==> src/rtl/shared_reg_arbiter.sv <==
`default_nettype none
// ============================================================================
// shared_reg_arbiter : round-robin arbiter owning one shared DW-bit register
// Revision 1.0
// ============================================================================
module shared_reg_arbiter #(
  parameter int N_REQ    = 4,
  parameter int DW       = 8,
  parameter int MAX_HOLD = 4
) (
  input  logic                clk,
  input  logic                rst,
  input  logic [N_REQ-1:0]    req,
  input  logic [N_REQ-1:0]    wr_en,
  input  logic [N_REQ*DW-1:0] wr_data,
  output logic [N_REQ-1:0]    grant,
  output logic [DW-1:0]       q,
  output logic                busy
);

  localparam int IW = (N_REQ > 1) ? $clog2(N_REQ) : 1;
  localparam int HW = $clog2(MAX_HOLD + 1);

  typedef enum logic [1:0] {
    IDLE  = 2'd0,
    GRANT = 2'd1,
    GAP   = 2'd2
  } state_t;

  state_t            state_q, state_d;
  logic [N_REQ-1:0]  grant_q, grant_d;
  logic [DW-1:0]     q_q, q_d;
  logic              busy_q, busy_d;
  logic [IW-1:0]     owner_q, owner_d;
  logic [IW-1:0]     ptr_q, ptr_d;
  logic [HW-1:0]     hold_q, hold_d;

  logic [IW-1:0]     pick_idx;
  logic [IW-1:0]     scan_idx;
  logic              pick_found;
  logic [DW-1:0]     wr_word [N_REQ];

  for (genvar gi = 0; gi < N_REQ; gi++) begin : g_unpack
    assign wr_word[gi] = wr_data[gi*DW +: DW];
  end

  // First active request scanning upward from the round-robin pointer.
  always_comb begin
    pick_found = 1'b0;
    pick_idx   = '0;
    scan_idx   = '0;
    for (int k = 0; k < N_REQ; k++) begin
      scan_idx = IW'((int'(ptr_q) + k) % N_REQ);
      if (!pick_found && req[scan_idx]) begin
        pick_found = 1'b1;
        pick_idx   = scan_idx;
      end
    end
  end

  always_comb begin
    state_d = state_q;
    grant_d = grant_q;
    owner_d = owner_q;
    ptr_d   = ptr_q;
    hold_d  = hold_q;
    q_d     = q_q;

    // The holder's write lands even on its final grant cycle.
    if (state_q == GRANT && wr_en[owner_q]) begin
      q_d = wr_word[owner_q];
    end

    case (state_q)
      IDLE, GAP: begin
        grant_d = '0;
        if (pick_found) begin
          state_d           = GRANT;
          grant_d[pick_idx] = 1'b1;
          owner_d           = pick_idx;
          hold_d            = HW'(1);
        end else begin
          state_d = IDLE;
          hold_d  = '0;
        end
      end
      GRANT: begin
        if (!req[owner_q] || hold_q == HW'(MAX_HOLD)) begin
          state_d = GAP;
          grant_d = '0;
          hold_d  = '0;
          ptr_d   = (owner_q == IW'(N_REQ - 1)) ? '0 : owner_q + IW'(1);
        end else begin
          hold_d = hold_q + HW'(1);
        end
      end
      default: begin
        state_d = IDLE;
        grant_d = '0;
        hold_d  = '0;
      end
    endcase

    busy_d = |grant_d;
  end

  always_ff @(posedge clk) begin
    if (rst) begin
      state_q <= IDLE;
      grant_q <= '0;
      q_q     <= '0;
      busy_q  <= 1'b0;
      owner_q <= '0;
      ptr_q   <= '0;
      hold_q  <= '0;
    end else begin
      state_q <= state_d;
      grant_q <= grant_d;
      q_q     <= q_d;
      busy_q  <= busy_d;
      owner_q <= owner_d;
      ptr_q   <= ptr_d;
      hold_q  <= hold_d;
    end
  end

  assign grant = grant_q;
  assign q     = q_q;
  assign busy  = busy_q;

endmodule
`default_nettype wire

==> config.mk <==
export PLATFORM = sky130hd
export DESIGN_NAME = shared_reg_arbiter
export DESIGN_NICKNAME = d
export VERILOG_FILES = /design/src/rtl/shared_reg_arbiter.sv
export SDC_FILE = /design/constraint.sdc
export NUM_CORES = 1
export LEC_CHECK = 0
export CORE_MARGIN = 2
export CORE_UTILIZATION = 40
export DETAILED_ROUTE_END_ITERATION = 6
export GPL_TIMING_DRIVEN = 0
export PLACE_DENSITY = 0.78
export SETUP_SLACK_MARGIN = 0.5
export SLEW_MARGIN = 40
export SYNTH_ARGS = -nofsm -noshare
export SYNTH_HDL_FRONTEND = slang
export SYNTH_SLANG_ARGS = --single-unit
==> constraint.sdc <==
create_clock -name clk -period 3.4 [get_ports clk]
set_input_delay 0.34 -clock clk [delete_from_list [all_inputs] [get_ports clk]]
set_output_delay 0.34 -clock clk [all_outputs]
set_load 0.01 [all_outputs]
==> key figures, run 1 <==
Synth
  • Synth top area share: 36.21%
  • Syn Nets: 161
  • Synth cell types: 33
  • Synth async-reset ratio: 0%
  • Syn_area_per_cell: 10.48 sq um
  • EDFF count, synth: 0
  • Dominant cells by area after synthesis: dfxtp_1 (36%), mux4_2 (17%), mux2i_1 (9.1%), nor2_1 (6.2%), ha_1 (3.1%)
  • Most numerous cell in the Yosys netlist: dfxtp_1
  • Most frequent cells after synthesis: dfxtp_1 (22), nor2_1 (20), mux2i_1 (11)
  • Top_reg_cell synth: dfxtp_1
  • Area leader, netlist: dfxtp_1
  • Mapped Area: 0.001216 sq mm
  • Warning count from the yosys run: 0
  • Gate Count Post-Synth: 116
  • Sequential-to-total area share from yosys stat: 36.21%
  • Post-synthesis register bit count: 22

STA
  • Setup TNS: 0 ns
  • Max Slew Vio Count: 0
  • Finish-stage setup viols: 0
  • Final min period: 1.694 ns
  • Final-report hold violation count: 0
  • WHS: 0.3842 ns
  • Slew margin rel.: 69.37%
  • Fmax: 590.2 MHz
  • Final Skew: 0.01088 ns
  • Least-Margin Pin Slew: 0.4595 ns
  • RSZ-0062 raised after global routing: false
  • Tcrit/Tclk final: 49.83%

Worst setup path
  • Crit Path Max Fanout: 5
  • Largest delay share family, worst path: simple AND/OR/NAND/NOR gates
  • Crit end category: flop
  • Critical path's slowest cell: clkdlybuf4s50_1
  • Critical Path RT: 3.67 ns
  • Cells along the critical path: clkdlybuf4s50_1 > nor2b_2 > nand2_1 > a2bb2oi_4 > or4b_1 > a21oi_1
  • Crit start category: input port
  • WP data arrival: 1.96 ns
  • Buf+Inv Stages, Crit Path: 1
  • Crit path kind: in -> reg
  • CP peak stage delay: 0.51 ns

Drt
  • Initial DRC count: 47
  • Vias: 1,108
  • Vias per cell: 5.379
  • ANT nets after route: 0
  • Post-route DRC: 0
  • Drt pass-1 iters: 4
  • Post-Route WL: 3111 um
  • WL/cell: 15.10 um

Pwr
  • IR drop worst, VDD: 0.0001684 V
  • LEAKAGE: 0.6881 nW
  • PD cells: 348.6 mW/mm^2

Floorplanning
  • Starting Density: 40.84%
  • DIE AREA: 0.003498 sq mm
  • Core area: 0.002978 sq mm
  • Die Y: 59.14 um
  • FP Rows: 20
  • IO Count: 55
  • Die X: 59.14 um

Clock tree
  • Clk sinks: 22
  • CTS tree: built
  • H-tree lvl count: 1
  • Hold buffers post-CTS: 0
  • CTS root buffer: clkbuf_4
  • Setup Buffers After CTS: 0
  • Clock Latency Late Sink: 0.32 ns
  • Max clock buf depth: 2
  • Clk slew on worst S/H paths: 0.13 ns
  • Total CTS buffers: 3
  • Post-cts resize count: 0

Outcome
  • Outcome: finished clean

GRT
  • Vias in the first global route: 1,122
  • GRT overflow: 0
  • Largest net degree at the start of global routing: 13
  • Tot GR Track Use: 18.34%
  • Initial antenna violation count: 0
  • First-pass GRT wire length: 4850 um

Cells and area
  • Final-stage net count: 219
  • Area delta synth->final: 50.00%
  • Share of cells above drive strength 1: 13.29%
  • ANT cells: 0

Placed design
  • RD Place Congestion: 0.7437
  • Port bufs: 53
  • DP Wirelength: 2468 um

Flow run
  • Max_cap viols: 0

Min path
  • Hold WC Path Type: in -> reg
==> area by class of cell <==
cell class                      count  area (sq um)
Sequential cell                    22         440.4
Multi-Input combinational cell     86         735.7
Timing Repair Buffer               53         530.5
Clock buffer                        4         36.28
Fill cell                         254          1154
Buffer                              5         28.78
Inverter                            3         11.26
Tap cell                           33         41.29
==> metal layers <==
layer	GRT usage (%)	routed length, um	up-vias
met5	0	0	-
met4	5.844	37	0
met3	5.240	284	3
met2	34.29	1498	48
met1	19.64	1290	522
li1	-	-	535
==> metrics by stage <==
| step | total power [mW] | util, % | std cells | worst slack [ns] | instance area, sq um |
|---|---|---|---|---|---|
| 2_1_floorplan | 0.4009 | - | 116 | 1.898 | 1216 |
| 3_3_place_gp | 0.4855 | 60.04 | 202 | 1.413 | 1788 |
| 3_5_place_dp | 0.4926 | 60.04 | 202 | 1.366 | 1788 |
| 4_1_cts | 0.6419 | 61.26 | 206 | 1.681 | 1824 |
| 5_1_grt | 0.6667 | 61.26 | 206 | 1.571 | 1824 |
| 6_report | 0.6359 | 61.26 | 206 | 1.706 | 1824 |
==> state kept, by name, summed over array words and instances, names as in the netlist <==
name,cells
q,8
grant,4
hold_q,3
owner_q,2
ptr_q,2
state_q,2
busy,1
==> cells in the final DEF, fill, tap and decap left out <==
cell	Yosys	final
o21a_1	1	1
mux2_1	1	1
or4b_1	1	1
and2_1	1	1
a22o_1	2	2
nand2b_1	2	2
o2bb2ai_1	1	1
a21oi_1	7	7
nand2_1	5	5
ha_1	3	3
a21o_1	4	4
o21ai_0	1	1
inv_1	3	3
clkbuf_8	0	1
nor2b_4	1	1
nor2_1	20	20
o22ai_1	1	1
nor2b_2	1	1
nor2_2	2	2
mux2_2	1	1
xnor2_1	1	1
nor3_2	1	1
mux4_2	9	9
or3_1	1	1
or4_1	1	1
clkbuf_4	0	3
buf_6	1	1
nor2b_1	3	3
mux2i_1	11	11
buf_2	2	2
dfxtp_1	22	22
clkdlybuf4s50_1	0	53
a2bb2oi_4	1	1
clkbuf_1	2	2
a21boi_0	1	1
nor3_1	2	2
==> path summary, 6_finish.rpt <==
path	start	slack [ns]	endpoint	cells past startpoint
max reg2reg	owner_q[0]	1.71	q[6]	4
min	rst	0.38	ptr_q[1]	2
min reg2reg	grant[3]	0.49	grant[3]	2
max	req[2]	1.71	grant[3]	6
==> report_power, final <==
part	switching [mW]	internal (mW)
Sequential	0.0146	0.277
Clock	0.0841	0.0656
Combinational	0.0758	0.119
Total	0.174	0.461
==> cell families after synthesis <==
logic type | count (synthesis) | synth area share [%]
buffers and inverters | 8 | 3.292
multiplexers | 22 | 27.57
adder cells (fa/ha/maj) | 3 | 3.087
XOR/XNOR | 1 | 0.7203
AO/OA/AOI/OAI | 19 | 11.83
flip-flops | 22 | 36.21
AND/OR/NAND/NOR | 41 | 17.28
(Power assumes the default switching activity.)
==> run 2, diff against run 1 <==
clock period = 1.6 ns   (was 3.4 ns; I/O delays follow)
==> run 2 against run 1 <==
Against the previous run: die area did not move; via count rose by 5.7%; global-route usage rose by 1.5 points; first-iteration DRC count fell by 32%; worst hold slack got worse by 0.082 ns; clock power rose by 150%; clock-buffer cell count did not move; critical endpoint is now ptr_q[1]; highest routed layer unchanged.
==> key figures, run 2 (synthesis results as in run 1) <==
Outcome
  • Outcome: finished clean

Placed design
  • Port bufs: 53
  • Pre-CTS WS: -0.2604 ns
  • RD Place Congestion: 0.7432
  • Dpl cells: 202
  • DP Wirelength: 2414 um
  • Area post-placement: 0.001814 sq mm

Min path
  • Hold WC Path Type: in -> reg
  • Cells on Worst Hold Path: 2

Drt
  • Initial DRC count: 32
  • Post-route DRC: 0
  • Vias: 1,171
  • WL/cell: 15.93 um
  • Post-Route WL: 3456 um
  • Drt pass-1 iters: 4
  • ANT nets after route: 0
  • Vias per cell: 5.396

Pwr
  • IR drop worst, VDD: 0.0003953 V
  • LEAKAGE: 0.8216 nW
  • PD cells: 740.3 mW/mm^2
  • Final Power: 1.500 mW

STA
  • Max Slew Vio Count: 0
  • Slew margin rel.: 62.54%
  • Final min period: 1.558 ns
  • Finish-stage setup viols: 0
  • Final WS setup: 0.04202 ns
  • Fmax: 641.9 MHz
  • Final-report hold violation count: 0
  • Final Skew: 0.002396 ns
  • RSZ-0062 raised after global routing: true
  • Tcrit/Tclk final: 97.37%
  • Least-Margin Pin Slew: 0.5619 ns

Cells and area
  • Share of cells above drive strength 1: 41.85%
  • Most frequent cells in the layout: clkdlybuf4s50_1 (36), nor2_1 (18), dfxtp_1 (12), clkbuf_2 (12), mux2i_1 (11)
  • Final non-filler cell total: 217
  • Area delta synth->final: 66.56%
  • Fin util: 68.03%
  • Final-stage net count: 230
  • Max FFs per register: 8
  • ANT cells: 0
  • Finished Cell Area: 0.002026 sq mm
  • Most common cell after layout, fill and taps aside: clkdlybuf4s50_1

Worst setup path
  • Crit Path Max Fanout: 5
  • Worst r2r src: owner_q[0]
  • Crit start category: flop
  • Critical Path RT: 1.79 ns
  • CP peak stage delay: 0.40 ns
  • WP data arrival: 1.74 ns
  • Crit path launch: owner_q[0]
  • Reg2reg setup slack: 0.04 ns
  • CP endpoint: ptr_q[1]
  • Cells along the critical path: mux2_2 > a22o_4 > nor2_4 > mux2i_1 > nor2_1
  • Crit path kind: reg -> reg
  • R2r endpoint: ptr_q[1]
  • Critical path's slowest cell: dfxtp_4
  • Crit end category: flop
  • Path depth of the worst reg2reg path: 5

Floorplanning
  • DIE AREA: 0.003498 sq mm
  • Die Y: 59.14 um
  • IO Count: 55
  • Starting Density: 40.84%
  • FP Rows: 20
  • Die X: 59.14 um
  • Core area: 0.002978 sq mm

Clock tree
  • Clk sinks: 22
  • H-tree lvl count: 1
  • Clk slew on worst S/H paths: 0.13 ns
  • Max clock buf depth: 2
  • Total CTS buffers: 3
  • CTS tree: built
  • CTS root buffer: clkbuf_4
  • Clock Latency Late Sink: 0.32 ns

GRT
  • First-pass GRT wire length: 5257 um
  • GRT overflow: 0
  • Tot GR Track Use: 19.88%
  • Initial antenna violation count: 0
  • Largest net degree at the start of global routing: 14
  • Vias in the first global route: 1,241

Flow run
  • Max_cap viols: 0
run 2: changes by cell type in the layout (fill, tap and decap cells not counted), sizes merged:
cell,before,now
buf,3,14
clkdlybuf4s15,0,1
dlygate4sd2,0,4
clkbuf,6,18
clkdlybuf4s50,53,36
run 2: stage by stage:
step | hold slack, ns | setup TNS, ns
finish | 0.3027 | 0
global route | 0.2931 | -0.007820
CTS | 0.2293 | 0
detailed placement | 0.4735 | -1.622
global placement | 0.4648 | -1.286
floorplan | 0.4464 | 0
run 2: layout make-up:
| class | count | area, sq um |
|---|---|---|
| sequential | 22 | 460.4 |
| clock buffer | 4 | 47.55 |
| multi-input combinational | 86 | 872.1 |
| inverter | 3 | 11.26 |
| fill | 235 | 952.2 |
| timing repair buffer | 64 | 555.5 |
| tap | 33 | 41.29 |
| buffer | 5 | 37.54 |
run 2: per-layer routing:
metal  routed length (um)  track usage [%]  part of all wire [%]  up-vias
met2                 1764            38.25                    51       49
met1                 1324            20.30                    38      555
met3                  323            5.022                   9.3        7
met5                    0                0                     0        -
li1                     -                -                     -      560
met4                   43            7.468                   1.2        0
run 2: how the worst min path moves through the flow:
| stage | startpoint | endpoint | slack, ns |
|---|---|---|---|
| after global routing | rst | state_q[0] | 0.29 |
| after detailed placement | grant[3] | grant[3] | 0.47 |
| final | rst | state_q[0] | 0.30 |
| after CTS | rst | ptr_q[1] | 0.23 |
| after floorplan | req[1] | grant[0] | 0.45 |
| after global placement | grant[3] | grant[3] | 0.46 |
run 2: worst max-delay path, delay by kind of cell, from the launching register on:
kind	cells	cell delay (ns)
mux	2	0.56
simple gates	2	0.20
flops	1	0.40
compound gates	1	0.25
run 2: report_power, final:
part	total [mW]	internal, mW	switching [mW]
logic	0.503	0.302	0.201
registers	0.624	0.590	0.0345
clock network	0.372	0.191	0.181
run 2: timing repair:
action / CTS / global route
endpoints found under the setup margin: 35 / 35
hold buffers: 0 / 0
pin swaps: 10 / 6
hold endpoints to repair: 0 / 0
gates resized for setup: 45 / 37
buffers inserted: 6 / 5
==> run 3, diff against run 2 <==
SLEW_MARGIN = 20   (was 40)
==> results of run 3 <==
Same layout as run 2: the final DEF is identical, and so are final timing and power.
